[src/rtl/deserialize.sv]
// Serial-in/parallel-out receiver: assembles WIDTH-bit words from a load/shift serial link
// and hands them to a parallel consumer through a one-entry valid/ready buffer.
module deserialize #(
    parameter int unsigned WIDTH     = 4,
    parameter bit          MSB_FIRST = 1'b1,
    localparam int unsigned CW       = $clog2(WIDTH)
) (
    input  logic             clock,
    input  logic             reset,
    input  logic             load_shift,
    input  logic             serial_in,
    output logic [WIDTH-1:0] data_out,
    output logic             data_valid,
    input  logic             data_ready,
    output logic [CW-1:0]    bit_count,
    output logic             partial_drop,
    output logic             overflow
);

    localparam logic [CW-1:0] LastBit = CW'(WIDTH - 1);

    logic [WIDTH-1:0] shift_q, shift_d;
    logic [WIDTH-1:0] data_q, data_d;
    logic [CW-1:0]    cnt_q, cnt_d;
    logic             valid_q, valid_d;
    logic             drop_q, drop_d;
    logic             ovf_q, ovf_d;
    logic [WIDTH-1:0] word;
    logic             complete;
    logic             drain;

    always_comb begin
        // Word as it will look once the current bit is shifted in.
        if (MSB_FIRST) begin
            word = {shift_q[WIDTH-2:0], serial_in};
        end else begin
            word = {serial_in, shift_q[WIDTH-1:1]};
        end

        shift_d  = shift_q;
        data_d   = data_q;
        cnt_d    = cnt_q;
        valid_d  = valid_q;
        drop_d   = 1'b0;
        ovf_d    = ovf_q;
        complete = 1'b0;
        drain    = valid_q & data_ready;

        if (load_shift) begin
            cnt_d  = '0;
            drop_d = (cnt_q != '0);
        end else begin
            shift_d = word;
            if (cnt_q == LastBit) begin
                cnt_d    = '0;
                complete = 1'b1;
            end else begin
                cnt_d = cnt_q + CW'(1);
            end
        end

        if (complete) begin
            if (!valid_q || drain) begin
                data_d  = word;
                valid_d = 1'b1;
            end else begin
                ovf_d = 1'b1;
            end
        end else if (drain) begin
            valid_d = 1'b0;
        end
    end

    always_ff @(posedge clock) begin
        if (reset) begin
            shift_q <= '0;
            data_q  <= '0;
            cnt_q   <= '0;
            valid_q <= 1'b0;
            drop_q  <= 1'b0;
            ovf_q   <= 1'b0;
        end else begin
            shift_q <= shift_d;
            data_q  <= data_d;
            cnt_q   <= cnt_d;
            valid_q <= valid_d;
            drop_q  <= drop_d;
            ovf_q   <= ovf_d;
        end
    end

    assign data_out     = data_q;
    assign data_valid   = valid_q;
    assign bit_count    = cnt_q;
    assign partial_drop = drop_q;
    assign overflow     = ovf_q;

endmodule

[config.mk]
export PLATFORM = sky130hd
export DESIGN_NAME = deserialize
export DESIGN_NICKNAME = d
export VERILOG_FILES = /design/src/rtl/deserialize.sv
export SDC_FILE = /design/constraint.sdc
export NUM_CORES = 1
export LEC_CHECK = 0
export CORE_AREA = 8 8 45 47
export DETAILED_ROUTE_END_ITERATION = 16
export DIE_AREA = 0 0 53 55
export GPL_ROUTABILITY_DRIVEN = 0
export PLACE_DENSITY = 0.59
export SETUP_SLACK_MARGIN = 0.1
export SYNTH_ARGS = -nofsm -noshare
export SYNTH_HDL_FRONTEND = slang
export SYNTH_SLANG_ARGS = --single-unit
export TNS_END_PERCENT = 50
[constraint.sdc]
create_clock -name clock -period 1.4 [get_ports clock]
set_clock_uncertainty 0.05 [all_clocks]
set_input_delay 0.28 -clock clock [delete_from_list [all_inputs] [get_ports clock]]
set_output_delay 0.28 -clock clock [all_outputs]
set_load 0.01 [all_outputs]
; Yosys cells after proc, flatten, opt, wreduce, memory -nomap -nowiden
; Index checks and enable logic that the tools add are counted.
[classes]
bitwise_logic = 3
n_mux = 5
n_reduce_logical = 9
n_eq_ne = 2
addsub = 1
[op_table]
columns = op, count
row1 = $reduce_and A2 Y1, 3
row2 = $mux W1, 5
row3 = $reduce_bool A2 Y1, 2
row4 = $reduce_or A3 Y1, 1
row5 = $add A2 B1 Y2 const B, 1
row6 = $eq A2 B2 Y1 const B, 1
row7 = $ne A2 B1 Y1 const B, 1
row8 = $not A1 Y1, 2
row9 = $reduce_or A2 Y1, 1
row10 = $and A1 B1 Y1, 1
row11 = $logic_not A1 Y1, 1
row12 = $logic_or A1 B1 Y1, 1
[word_totals]
in_bits = 5
wordCells = 26
out_inout_bits = 9
register_bits = 12

; Depth between registers and ports, before layout
[depth]
depth_word = 5
ltp_mapped = 5
mapped_depth_nobuf = 4

; Worst setup path before layout
; OpenSTA, ideal clock, no wires.
[synth_path]
kind = register -> register
startpoint = register cnt_q[0] (netlist: bit_count[0])
endpoint = register data_q[0] (netlist: data_out[0])
n_path_buf = 1
setup_slack_ns = 0.255
period_less_slack_ns = 1.145
t_required_ns = 1.231
arrival_time_ns = 0.976
stages_incl_launch_ff = 6
setup_ns = 0.119
path_cell_list = dfxtp_1 > ha_1 > clkbuf_2 > nand2b_4 > o21ai_1 > a21oi_1
[synth_between]
elab_chain_len = 4
[synth_rtl]
columns = item, line_no
row1 = from (decl), 24  ; logic [CW-1:0] cnt_q, cnt_d;
row2 = from (signal assigned), 85  ; cnt_q <= cnt_d;
row3 = $eq A2 B2 Y1, 54  ; if (cnt_q == LastBit) begin
row4 = $mux W1, 54
row5 = $mux W1, 49  ; if (load_shift) begin
row6 = $reduce_and A2 Y1 (no line), -
row7 = to (signal assigned), 84  ; data_q <= data_d;
row8 = to (decl), 23  ; logic [WIDTH-1:0] data_q, data_d;
; No other way between the ends.
; A chain may end at the register's enable or synchronous reset.

; Worst setup path after layout
[layout_path]
startpoint = register cnt_q[0] (netlist: bit_count[0])
endpoint = output bit_count[0]
[layout_rtl]
columns = item, line_no
row1 = to (decl), 15  ; output logic [CW-1:0] bit_count,
; No word-level cell between the ends.

==> metrics.cfg <==
[status]
outcome=complete, no violations

[finish]
nets=71
final_common_cell=dfxtp_1
diodes=0
layout-drive-gt1-share_pct=11.29
postLayoutCoreUtil_pct=45.12
area_growth_pct=33.78
final_cell_mix=12 x dfxtp_1, 9 x dlygate4sd2_1, 5 x a21oi_1

[critical_path]
critPathArrivalTime_ns=0.95
worst_setup_path_start_kind=flip-flop
crit_buf_inv=1
slowest_stage=dfxtp_1
path_class=reg2out
critical-path-top-delay-family=flip-flops
required_ns=1.07
crit_fanout=4
slowest_delay_ns=0.39
path_cells=dlygate4sd2_1
end_kind=output port

[synth]
avgSynthCellArea_um2=9.930
synth-seq-cells=12
synth_nets=54
syn_area_um2=466.7
yosys.area.top_type=dfxtp_1
netlist_instances=47
synth.distinct_cells=18
ys_warn_count=0
yosys-top-cells-area=dfxtp_1 51%, mux2i_1 6.4%, a21oi_1 5.4%
synth_seq_area_share_pct=51.47
netlist.area_leader.share_pct=51.47

[floorplan]
pin_count=14
floorplan.initialDensity_pct=33.73
design.core.area_mm2=0.001384
fp.dieW_um=53
rows=14
die_h_um=55
die-area_mm2=0.002915

[flow_run]
maxCapViolations=0

[global_route]
grt_pass1_vias=383
busiest_layer=met2
grt_usage_pct=7.663
antenna_found_initial=0
grt_util_met3_pct=5.080
met2_usage_pct=11.52
met1_usage_pct=8.550
grt_max_degree=9
grt_pass1_wl_um=1642
grt_overflow_total=0

[clock_tree]
post_cts_buffers=0
cts_buffers=3
hold_buffers=0
cts_root_buf=clkbuf_4
cts_tree=built
clock_latency_ns=0.26
htreeDepth=1
clockBufferDepth=2
path_clk_slew_ns=0.07
clock_sinks=12
cts_resized=9

[sta]
setup_violations=0
min_period_over_period_pct=91.10
rsz0062_at_grt=yes
fin_tns_setup_ns=0
fmax_ghz=0.7841
tightest_slew_ns=0.2218
fin_crit_ns=1.275
relSlewSlack_pct=85.00
maxSlewViolCount=0
final_hold_viol_count=0

[routing]
post-route-drc-count=0
wl_per_cell_um=12.18
routed_via_density=4.833
first_pass_iters=3
vias=377
ant_nets=0
drt-total-wl_um=950
drt_iter0_drc=7

[power]
power.density_mw_per_mm2=971.4
power.total_mw=0.6065
irDropWorstVdd_uv=477.8
p_leak_nw=0.2817

[worst_hold_path]
hold_class=reg2reg

[placement]
portBuffers=13
dp_hpwl_um=728.6

cell usage after synthesis, drive strengths merged:
| library cell | count |
|---|---|
| dfxtp | 12 |
| a31oi | 1 |
| nor3 | 1 |
| o21ai | 4 |
| nor4b | 1 |
| mux2i | 3 |
| clkbuf | 1 |
| nor2 | 4 |
| ha | 2 |
| and2b | 1 |
| nand4 | 4 |
| a21oi | 5 |
| nor4 | 1 |
| inv | 3 |
| buf | 2 |
| nand2b | 2 |
path summary, 6_finish.rpt:
check | from | slack (ns) | to | cells after the start
worst max-delay path | bit_count[0]$_SDFF_PP0_ | 0.12 | bit_count[0] | 1
worst min-delay path | overflow$_SDFFE_PP0P_ | 0.42 | overflow$_SDFFE_PP0P_ | 2
worst max register to register | bit_count[0]$_SDFF_PP0_ | 0.25 | data_out[3]$_SDFFE_PP0P_ | 4
worst min register to register | overflow$_SDFFE_PP0P_ | 0.42 | overflow$_SDFFE_PP0P_ | 2
per-layer routing:
| layer | part of all wire, % | up-vias | wire length (um) |
|---|---|---|---|
| met2 | 46 | 10 | 435 |
| li1 | - | 196 | - |
| met1 | 45 | 169 | 425 |
| met4 | 1.1 | 0 | 10 |
| met5 | 0 | - | 0 |
| met3 | 8.3 | 2 | 79 |
through the flow:
step / hold WS, ns / instance area (um^2) / cells / worst slack, ns
2_1_floorplan: 0.3071 / 466.7 / 47 / 0.2550
3_5_place_dp: 0.4081 / 610.6 / 75 / 0.01741
4_1_cts: 0.4204 / 621.8 / 78 / 0.1183
3_3_place_gp: 0.4070 / 610.6 / 75 / 0.02703
5_1_grt: 0.4452 / 624.3 / 78 / 0.07849
6_report: 0.4224 / 624.3 / 78 / 0.1246
report_power, final:
group | switching [mW] | internal (mW)
Clock | 0.104 | 0.0994
Combinational | 0.0216 | 0.0275
Sequential | 0.00534 | 0.348
Total | 0.131 | 0.475
sequential cells by signal, summed over array words and instances (netlist names):
register and cells:
bit_count 2, partial_drop 1, overflow 1, data_valid 1
data_out 4, shift_q 3
cell families (layout without fill, tap and decap cells):
family	after synthesis	in the layout	synth area share (%)
DFF	12	12	51.47
AOI/OAI and AO/OA	10	10	10.99
muxes	3	3	6.435
adders and majority gates	2	2	5.361
buffers and inverters	6	21	6.968
and+or+nand+nor	14	14	18.77
layout make-up:
| class | count | area, um^2 |
|---|---|---|
| fillers | 139 | 759.5 |
| inverters | 3 | 11.26 |
| repair buffers | 15 | 133.9 |
| clock buffers | 3 | 22.52 |
| well taps | 16 | 20.02 |
| multi-input cells | 29 | 196.4 |
| flip-flops and latches | 12 | 240.2 |
Note: power is estimated with default switching activity, not from simulation.
